$ cat src/rtl/axis_extremum_scheduler_if.sv
// AXI-Stream slave bundle carrying the packed two-channel ADC word.
// The consumer ties tready high, so the stream is never back-pressured.
interface axis_extremum_scheduler_if #(
   parameter int AXIS_TDATA_WIDTH = 32
) ();
   logic                        tvalid;
   logic [AXIS_TDATA_WIDTH-1:0] tdata;
   logic                        tready;

   modport master (output tvalid, output tdata, input tready);
   modport slave  (input tvalid, input tdata, output tready);
endinterface

$ cat src/rtl/axis_extremum_scheduler.sv
// Round-robin min/max threshold scheduler for two signed channels packed in one AXI-Stream word.
// Optional per-channel commit counters are built when AXIS_EXTREMUM_SCHEDULER_STATS_EN is defined.
module axis_extremum_scheduler #(
   parameter int  AXIS_TDATA_WIDTH = 32,
   localparam int W                = AXIS_TDATA_WIDTH / 2
) (
   input  logic                 aclk,
   input  logic                 aresetn,
   input  logic [4:0]           cfg_log_count,
   input  logic [2:0]           cfg_shift,
   input  logic [1:0]           cfg_channel_mask,
   axis_extremum_scheduler_if.slave s_axis,
   output logic [W-1:0]         lower_threshold_a,
   output logic [W-1:0]         upper_threshold_a,
   output logic [W-1:0]         lower_threshold_b,
   output logic [W-1:0]         upper_threshold_b,
   output logic [1:0]           thresholds_valid,
   output logic                 active_channel,
   output logic                 window_done
`ifdef AXIS_EXTREMUM_SCHEDULER_STATS_EN
  ,output logic [15:0]          commit_count_a,
   output logic [15:0]          commit_count_b
`endif
);

   localparam logic [1:0] ST_IDLE    = 2'd0;
   localparam logic [1:0] ST_ARM     = 2'd1;
   localparam logic [1:0] ST_MEASURE = 2'd2;
   localparam logic [1:0] ST_COMMIT  = 2'd3;

   localparam logic signed [W-1:0] POS_MAX = {1'b0, {(W-1){1'b1}}};
   localparam logic signed [W-1:0] NEG_MAX = {1'b1, {(W-1){1'b0}}};

   logic [1:0]          state;
   logic [4:0]          log_count_q;
   logic [2:0]          shift_q;
   logic                last_b;
   logic signed [W-1:0] tmp_min;
   logic signed [W-1:0] tmp_max;
   logic [31:0]         beat_count;

   logic signed [W-1:0] sample;
   logic [31:0]         terminal;
   logic                next_channel;
   logic signed [W:0]   min_ext;
   logic signed [W:0]   max_ext;
   logic signed [W:0]   center;
   logic signed [W:0]   lo_diff;
   logic signed [W:0]   hi_diff;
   logic signed [W:0]   lo_wide;
   logic signed [W:0]   hi_wide;

   assign s_axis.tready = 1'b1;

   // NOTE: every always_comb output gets a value on every path, so no latch can be inferred.
   always_comb begin
      sample   = active_channel ? $signed(s_axis.tdata[2*W-1:W]) : $signed(s_axis.tdata[W-1:0]);
      terminal = (32'd1 << log_count_q) - 32'd1;
      // Two enabled channels alternate; a single enabled channel wins every window.
      next_channel = (cfg_channel_mask == 2'b11) ? ~last_b : cfg_channel_mask[1];
      // One guard bit keeps the midpoint and the half-spans from overflowing.
      min_ext = {tmp_min[W-1], tmp_min};
      max_ext = {tmp_max[W-1], tmp_max};
      center  = (max_ext + min_ext) >>> 1;
      lo_diff = min_ext - center;
      hi_diff = max_ext - center;
      lo_wide = (lo_diff >>> shift_q) + center;
      hi_wide = (hi_diff >>> shift_q) + center;
   end

   // NOTE: state registers use non-blocking assignments so every flop samples pre-edge values.
   always_ff @(posedge aclk) begin
      if (!aresetn) begin
         state             <= ST_IDLE;
         log_count_q       <= '0;
         shift_q           <= '0;
         last_b            <= 1'b1;
         tmp_min           <= POS_MAX;
         tmp_max           <= NEG_MAX;
         beat_count        <= '0;
         lower_threshold_a <= POS_MAX;
         upper_threshold_a <= NEG_MAX;
         lower_threshold_b <= POS_MAX;
         upper_threshold_b <= NEG_MAX;
         thresholds_valid  <= '0;
         active_channel    <= 1'b0;
         window_done       <= 1'b0;
`ifdef AXIS_EXTREMUM_SCHEDULER_STATS_EN
         commit_count_a    <= '0;
         commit_count_b    <= '0;
`endif
      end else begin
         window_done <= 1'b0;
         case (state)
            ST_IDLE: begin
               if (cfg_channel_mask != 2'b00) state <= ST_ARM;
            end
            ST_ARM: begin
               log_count_q <= cfg_log_count;
               shift_q     <= cfg_shift;
               if (cfg_channel_mask == 2'b00) begin
                  state <= ST_IDLE;
               end else begin
                  active_channel <= next_channel;
                  last_b         <= next_channel;
                  tmp_min        <= POS_MAX;
                  tmp_max        <= NEG_MAX;
                  beat_count     <= '0;
                  state          <= ST_MEASURE;
               end
            end
            ST_MEASURE: begin
               if (s_axis.tvalid) begin
                  if (sample < tmp_min) tmp_min <= sample;
                  if (sample > tmp_max) tmp_max <= sample;
                  beat_count <= beat_count + 32'd1;
                  if (beat_count == terminal) state <= ST_COMMIT;
               end
            end
            ST_COMMIT: begin
               if (active_channel) begin
                  lower_threshold_b <= lo_wide[W-1:0];
                  upper_threshold_b <= hi_wide[W-1:0];
`ifdef AXIS_EXTREMUM_SCHEDULER_STATS_EN
                  commit_count_b    <= commit_count_b + 16'd1;
`endif
               end else begin
                  lower_threshold_a <= lo_wide[W-1:0];
                  upper_threshold_a <= hi_wide[W-1:0];
`ifdef AXIS_EXTREMUM_SCHEDULER_STATS_EN
                  commit_count_a    <= commit_count_a + 16'd1;
`endif
               end
               thresholds_valid[active_channel] <= 1'b1;
               window_done                      <= 1'b1;
               state                            <= ST_ARM;
            end
            default: state <= ST_IDLE;
         endcase
      end
   end

endmodule

$ cat src/flat_wrapper.sv
// flat-port wrapper written by rule: the top's interface ports become plain ports
module axis_extremum_scheduler_flat 
#(
   parameter int  AXIS_TDATA_WIDTH = 32,
   localparam int W                = AXIS_TDATA_WIDTH / 2
)
  (aclk, aresetn, cfg_log_count, cfg_shift, cfg_channel_mask, lower_threshold_a, upper_threshold_a, lower_threshold_b, upper_threshold_b, thresholds_valid, active_channel, window_done, s_axis_tvalid, s_axis_tdata, s_axis_tready);
  axis_extremum_scheduler_if #(.AXIS_TDATA_WIDTH(AXIS_TDATA_WIDTH)) s_axis_i ();
  input  logic aclk;
  input  logic aresetn;
  input  logic [4:0] cfg_log_count;
  input  logic [2:0] cfg_shift;
  input  logic [1:0] cfg_channel_mask;
  output logic [W-1:0] lower_threshold_a;
  output logic [W-1:0] upper_threshold_a;
  output logic [W-1:0] lower_threshold_b;
  output logic [W-1:0] upper_threshold_b;
  output logic [1:0] thresholds_valid;
  output logic active_channel;
  output logic window_done;
  input wire logic [$bits(s_axis_i.tvalid)-1:0] s_axis_tvalid;
  input wire logic [$bits(s_axis_i.tdata)-1:0] s_axis_tdata;
  output wire logic [$bits(s_axis_i.tready)-1:0] s_axis_tready;
  assign s_axis_i.tvalid = s_axis_tvalid;
  assign s_axis_i.tdata = s_axis_tdata;
  assign s_axis_tready = s_axis_i.tready;
  axis_extremum_scheduler #(.AXIS_TDATA_WIDTH(AXIS_TDATA_WIDTH)) u_core (.aclk(aclk), .aresetn(aresetn), .cfg_log_count(cfg_log_count), .cfg_shift(cfg_shift), .cfg_channel_mask(cfg_channel_mask), .s_axis(s_axis_i), .lower_threshold_a(lower_threshold_a), .upper_threshold_a(upper_threshold_a), .lower_threshold_b(lower_threshold_b), .upper_threshold_b(upper_threshold_b), .thresholds_valid(thresholds_valid), .active_channel(active_channel), .window_done(window_done));
endmodule
$ cat config.mk
export PLATFORM = sky130hd
export DESIGN_NAME = axis_extremum_scheduler_flat
export DESIGN_NICKNAME = d
export VERILOG_FILES = /design/src/rtl/axis_extremum_scheduler_if.sv /design/src/rtl/axis_extremum_scheduler.sv /design/src/flat_wrapper.sv
export SDC_FILE = /design/constraint.sdc
export NUM_CORES = 1
export LEC_CHECK = 0
export BUFFER_PORTS_ARGS = -buffer_cell sky130_fd_sc_hd__buf_2
export CAP_MARGIN = 10
export CORE_AREA = 3 3 232 234
export CTS_BUF_LIST = sky130_fd_sc_hd__clkbuf_8
export DETAILED_ROUTE_END_ITERATION = 8
export DIE_AREA = 0 0 235 237
export PLACE_DENSITY = 0.42
export SKIP_LAST_GASP = 1
export SLEW_MARGIN = 30
export SYNTH_ARGS = -nofsm -noshare
export SYNTH_HDL_FRONTEND = slang
export SYNTH_SLANG_ARGS = --single-unit
$ cat constraint.sdc
create_clock -name aclk -period 9.25 [get_ports aclk]
set_clock_uncertainty 0.15 [all_clocks]
set_input_delay 1.3875 -clock aclk [delete_from_list [all_inputs] [get_ports aclk]]
set_output_delay 1.3875 -clock aclk [all_outputs]
set_load 0.05 [all_outputs]
-- After elaboration in Yosys (flattened, before gate mapping)
Cells that the tools add are included.
- register bits: 143
- bits of input ports: 45
- output and inout port bits: 69
- add/subtract/negate cells: 7
- order comparisons: 4
- equality and inequality tests: 11
- shifts and indexed selects: 3
- muxes and demuxes: 21
- bitwise gates (word level): 4
- reductions and logical operators: 12
- operators with widths (kind ; number):
    16-bit 2-to-1 mux ; 7
    32-bit 2-to-1 mux ; 2
    16-bit one-hot mux with 2 select lines ; 2
    32-bit one-hot mux with 2 select lines ; 1
    17-bit by 3-bit >>> shifter with 16-bit output ; 2
    16-bit by 16-bit subtractor with 17-bit output ; 2
    16-bit adder ; 2
    32-bit by 1-bit adder with 32-bit output, second input constant ; 1
    32-bit == test ; 1
    1-bit by 5-bit left shift with 32-bit output, first input constant ; 1
    32-bit by 1-bit subtractor with 32-bit output, second input constant ; 1
    16-bit by 16-bit adder with 17-bit output ; 1
    16-bit greater-than comparator ; 1
    16-bit less-than comparator ; 1
    2-bit 2-to-1 mux ; 4
    2-bit by 1-bit != test with 1-bit output, second input constant ; 4
    2-bit one-hot mux with 4 select lines ; 1
    4-bit AND reduction ; 2
    2-bit == test, second input constant ; 3
    2-bit AND reduction ; 3
    3-bit AND reduction ; 2
    2-bit zero test ; 2
    2-bit != test, second input constant ; 2
    2-bit nonzero test ; 2
    other kinds (8) ; 12

-- Depth between registers and ports, before layout
- depth after elaboration: 6
- depth in mapped cells: 36
- depth with buffers taken out: 36

-- Least setup slack after synthesis
Ideal clock, no wire load.
- path type: register -> register
- start point: register u_core.tmp_max[1]
- end point: register u_core.lower_threshold_a[14]
- library setup time: 0.141 ns
- arrival time: 6.211 ns
- setup slack: 2.748 ns
- stages on the path, launching flop included: 31
- buffers on the path: 0
- path through: dfxtp_1 -> inv_1 -> fa_1 -> xnor2_1 -> inv_1 -> ha_1 -> nor2b_1 -> o211ai_1 -> a31oi_1 -> o41ai_4 -> a41oi_1 -> or3_2 -> and2_1 -> a211oi_1 -> a21oi_1 -> nor2_1 -> a21oi_1 -> ha_1 -> nor2b_1 -> o21ai_0 -> a21oi_1 -> o21ai_0 -> nand2_1 -> a21o_1 -> a21o_1 -> a21oi_1 -> o21ai_1 -> a221o_1 -> a31oi_1 -> xor2_1 -> o211ai_1
- cells in the longest elaborated chain, start to end: 4
- RTL lines (element ; line ; RTL):
    start: declaration ; axis_extremum_scheduler.sv:39 ; logic signed [W-1:0] tmp_max;
    start signal: assignment ; axis_extremum_scheduler.sv:115 ; if (sample > tmp_max) tmp_max <= sample;
    16-bit by 16-bit adder with 17-bit output * ; axis_extremum_scheduler.sv:64 ; center = (max_ext + min_ext) >>> 1;
    16-bit by 16-bit subtractor with 17-bit output ; axis_extremum_scheduler.sv:65 ; lo_diff = min_ext - center;
    17-bit by 3-bit >>> shifter with 16-bit output ; axis_extremum_scheduler.sv:67 ; lo_wide = (lo_diff >>> shift_q) + center;
    16-bit adder * ; axis_extremum_scheduler.sv:67 ;
    end signal: assignment ; axis_extremum_scheduler.sv:128 ; lower_threshold_a <= lo_wide[W-1:0];
    end: declaration ; axis_extremum_scheduler.sv:13 ; output logic [W-1:0] lower_threshold_a,
Every way passes the cells marked *; elsewhere a longest branch is shown, timed or not.
A chain may end at the register's enable or synchronous reset.

-- Final worst setup path
Ends and elaborated chain as after synthesis.

==> flow_summary_export.csv <==
group,metric,value,unit
run_status,outcome,"complete, no violations",
timing,hold_viol,0,
die,start_util,24.77,%
worst_setup_path,cp-start-kind,"register",
worst_setup_path,cp-end-kind,"register",
worst_setup_path,crit_fanout,7,
layout,layout.nets,1923,
global_routing,grt_pass1_vias,11740,
synth,ys_ff_latch,143,
timing,max_slew.worst_pin.slew,914.6,ps
layout,final_cell_mix,"176 x nand2_1, 143 x nor2_1, 143 x dfxtp_1",
layout,fillCellCount,5691,
cts,clkTransAtPathRegs,80,ps
cts,clkLatencyLatePin,530,ps
synth,ys.flop_type,"dfxtp_1",
drt,routedWlPerCell,17.29,um
place,port_buffers,112,
die,io_pins,114,
global_routing,grt_overflow,0,
cts,cts_buffer_depth,2,
worst_setup_path,cp_common_cell,"a21oi_1",
layout,diodes,0,
cts,postCtsSetupBuffers,0,
layout,final_layout_size_suffix_gt1_share,11.84,%
place,gp_congestion,0.8496,
synth,syn_avg_cell_area,7.548,um^2
cts,htree_levels,4,
layout,seqCellArea,2863,um^2
drt,first_pass_iters,5,
die,die_width,235,um
min_path,hp-start,"u_core.upper_threshold_b[0]",
synth,yosysUniqueCellTypes,93,
synth,syn_nets,1867,
worst_setup_path,cp_data_required_time,9460,ps
worst_setup_path,cpPeakStageDelay,550,ps
worst_setup_path,reg2reg_slack,1440,ps
power_and_ir_drop,p_per_area,157.4,nW/um^2
global_routing,grt_max_degree,72,
layout,synthToLayoutAreaGrowth,12.15,%
timing,setup_viol_count_final,0,
timing,clock.fmax,128.1,MHz
power_and_ir_drop,p_leak,6.268,nW
synth,synthesis.instances,1714,
drt,detail_route.iter0.violations,709,
timing,relSlewSlack,39.03,%
synth,yosysSeqAreaShare,22.13,%
worst_setup_path,reg2reg_from,"u_core.tmp_max[1]",
cts,cts_resized,0,
power_and_ir_drop,total_power,2.284,mW
cts,cts_root_buffer,"clkbuf_8",
timing,rsz0062_at_grt,"false",
power_and_ir_drop,vdd_drop_max,0.08354,mV
worst_setup_path,worstSetupPathType,"reg -> reg",
global_routing,grtUsageTotal,15.22,%
synth,ys_warn_count,0,
die,num_rows,84,
cts,numCtsBuffers,17,
place,hpwl,33.52,mm
job,maxCapViolCount,0,
worst_setup_path,arrival,8020,ps
drt,num_vias,12110,
cts,numClockSinks,143,
drt,post-route-drc-count,0,
timing,fin_tns_setup,0,ps
global_routing,antenna_found_initial,0,
die,die_y,237,um
layout,multiInputGateArea,9315,um^2
drt,drt.antenna.violating_nets,0,
synth,synth_edf_count,0,
worst_setup_path,rr_worst_depth,33,
min_path,whs_path_depth,2,
worst_setup_path,r2r-end,"u_core.lower_threshold_a[14]",
min_path,whs_endpoint,"u_core.upper_threshold_b[0]",
drt,vias_per_cell,4.903,
synth,synth_area,12940,um^2
die,core_region_area,52240,um^2
timing,drv_slew,0,
global_routing,grt_pass1_wl,67.21,mm
cts,cts_tree,"built",
worst_setup_path,critPathSlowestCell,"a41oi_1",
timing,final.period_utilization,84.39,%
die,die_area,55700,um^2
timing,final.min_clock_period,7806,ps
drt,wirelength,42.71,mm
synth,async_reset_ff_share,0,%
layout,final_common_cell,"nand2_1",
min_path,hp-class,"reg -> reg",
cts,cts_hold_buf,0,
-- final cells by class --
type                    count  share of cell area [%]
flip-flops and latches    143                   19.73
well taps                 688                   5.933
repair buffers            131                   4.864
clock inverters            14                  0.9917
inverters                 103                   2.665
multi-input cells        1374                   64.20
clock buffers              17                   1.613
-- report_power, final --
| part | leakage, nW | internal (mW) | switching (mW) |
|---|---|---|---|
| Clock | 0.185 | 0.236 | 0.272 |
| Combinational | 4.93 | 0.447 | 0.692 |
| Sequential | 1.16 | 0.624 | 0.0129 |
-- metal layers --
layer	wire, um	vias to the layer above	GRT usage, %
li1	-	6210	-
met1	20090	5701	19.48
met2	20600	161	26.14
met3	1061	39	2.364
met4	959	0	4.990
met5	0	-	0
-- cell families (layout without fill, tap and decap cells) --
kind of cell             count (synthesis)  count (layout)  share of synthesized area, %
adder cells (fa/ha/maj)                114             114                         11.21
XOR/XNOR                               110             110                         8.201
buffers and inverters                  197             265                         5.948
flip-flops                             143             143                         22.13
multiplexers                            79              79                         6.383
other                                    1               1                       0.02899
AND/OR/NAND/NOR                        609             609                         22.89
AO/OA/AOI/OAI                          461             461                         23.21
-- state kept, by name (all words and copies together) (netlist names) --
register,flops
u_core.window_done,1
u_core.last_b,1
u_core.tmp_max,16
u_core.shift_q,3
u_core.lower_threshold_a,16
u_core.lower_threshold_b,16
u_core.upper_threshold_b,16
u_core.upper_threshold_a,16
u_core.log_count_q,5
u_core.tmp_min,16
u_core.active_channel,1
u_core.thresholds_valid,2
u_core.beat_count,32
u_core.state,2
-- critical path, delay by kind of cell (launching register included) --
kind | cells | cell delay (ps)
buf+inv | 2 | 260
compound gates | 20 | 4140
flops | 1 | 370
xor+xnor | 2 | 670
simple gates | 6 | 890
fa+ha+maj | 3 | 1170
-- synth_stat cells (5+ instances only) --
library cell    n  area [um^2]
inv_1         102        382.9
fa_1            5        100.1
nor4_1         11        68.82
a21oi_1       106        530.5
nand3_1        74        370.4
o21ai_0       118        590.6
and2_1         37        231.5
buf_1          14        52.55
o31a_1          5        43.79
or2_2           5        31.28
a21o_1         30        225.2
maj3_1          5        50.05
a2111oi_0       5        43.79
and3_1         16        100.1
nand2b_1       23        143.9
o211ai_1       37        277.8
xnor2_1        58        508.0
o31ai_1         7        52.55
xor2_1         45        394.1
a31oi_1        32        200.2
ha_1          103         1289
clkbuf_1       73        274.0
o22ai_1         7        43.79
nor3_1         30        150.1
nand2_1       176        660.6
a211oi_1       14        105.1
nor2_1        143        536.8
dfxtp_1       143         2863
nor2b_1        34        212.7
mux2_2         18        202.7
o21a_1         29        217.7
a21boi_0       17        127.6
or3_1          15        93.84
xnor3_1         6        135.1
mux2i_1        60        600.6
nand4_1        14        87.58
-- stage by stage --
stage	hold WS [ps]	cell area [um^2]	instances	utilization, %	setup WS, ps
global placement	304.5	14130	2439	27.05	1623
detailed placement	303.4	14130	2439	27.05	1497
CTS	326.0	14510	2470	27.78	1458
global route	354.7	14510	2470	27.78	654.9
floorplan	308.1	12940	1714	-	2748
finish	319.9	14510	2470	27.78	1444
-- worst max path at each step --
stage	slack [ps]	endpoint	startpoint
floorplan	2750	u_core.lower_threshold_a[14]	u_core.tmp_max[1]
global placement	1620	u_core.upper_threshold_a[14]	u_core.tmp_max[1]
detailed placement	1500	u_core.upper_threshold_b[15]	u_core.tmp_max[1]
CTS	1460	u_core.upper_threshold_b[15]	u_core.tmp_max[1]
global route	650	u_core.upper_threshold_b[14]	u_core.tmp_max[1]
finish	1440	u_core.lower_threshold_a[14]	u_core.tmp_max[1]
No activity file was read; power rests on OpenSTA's default activity.
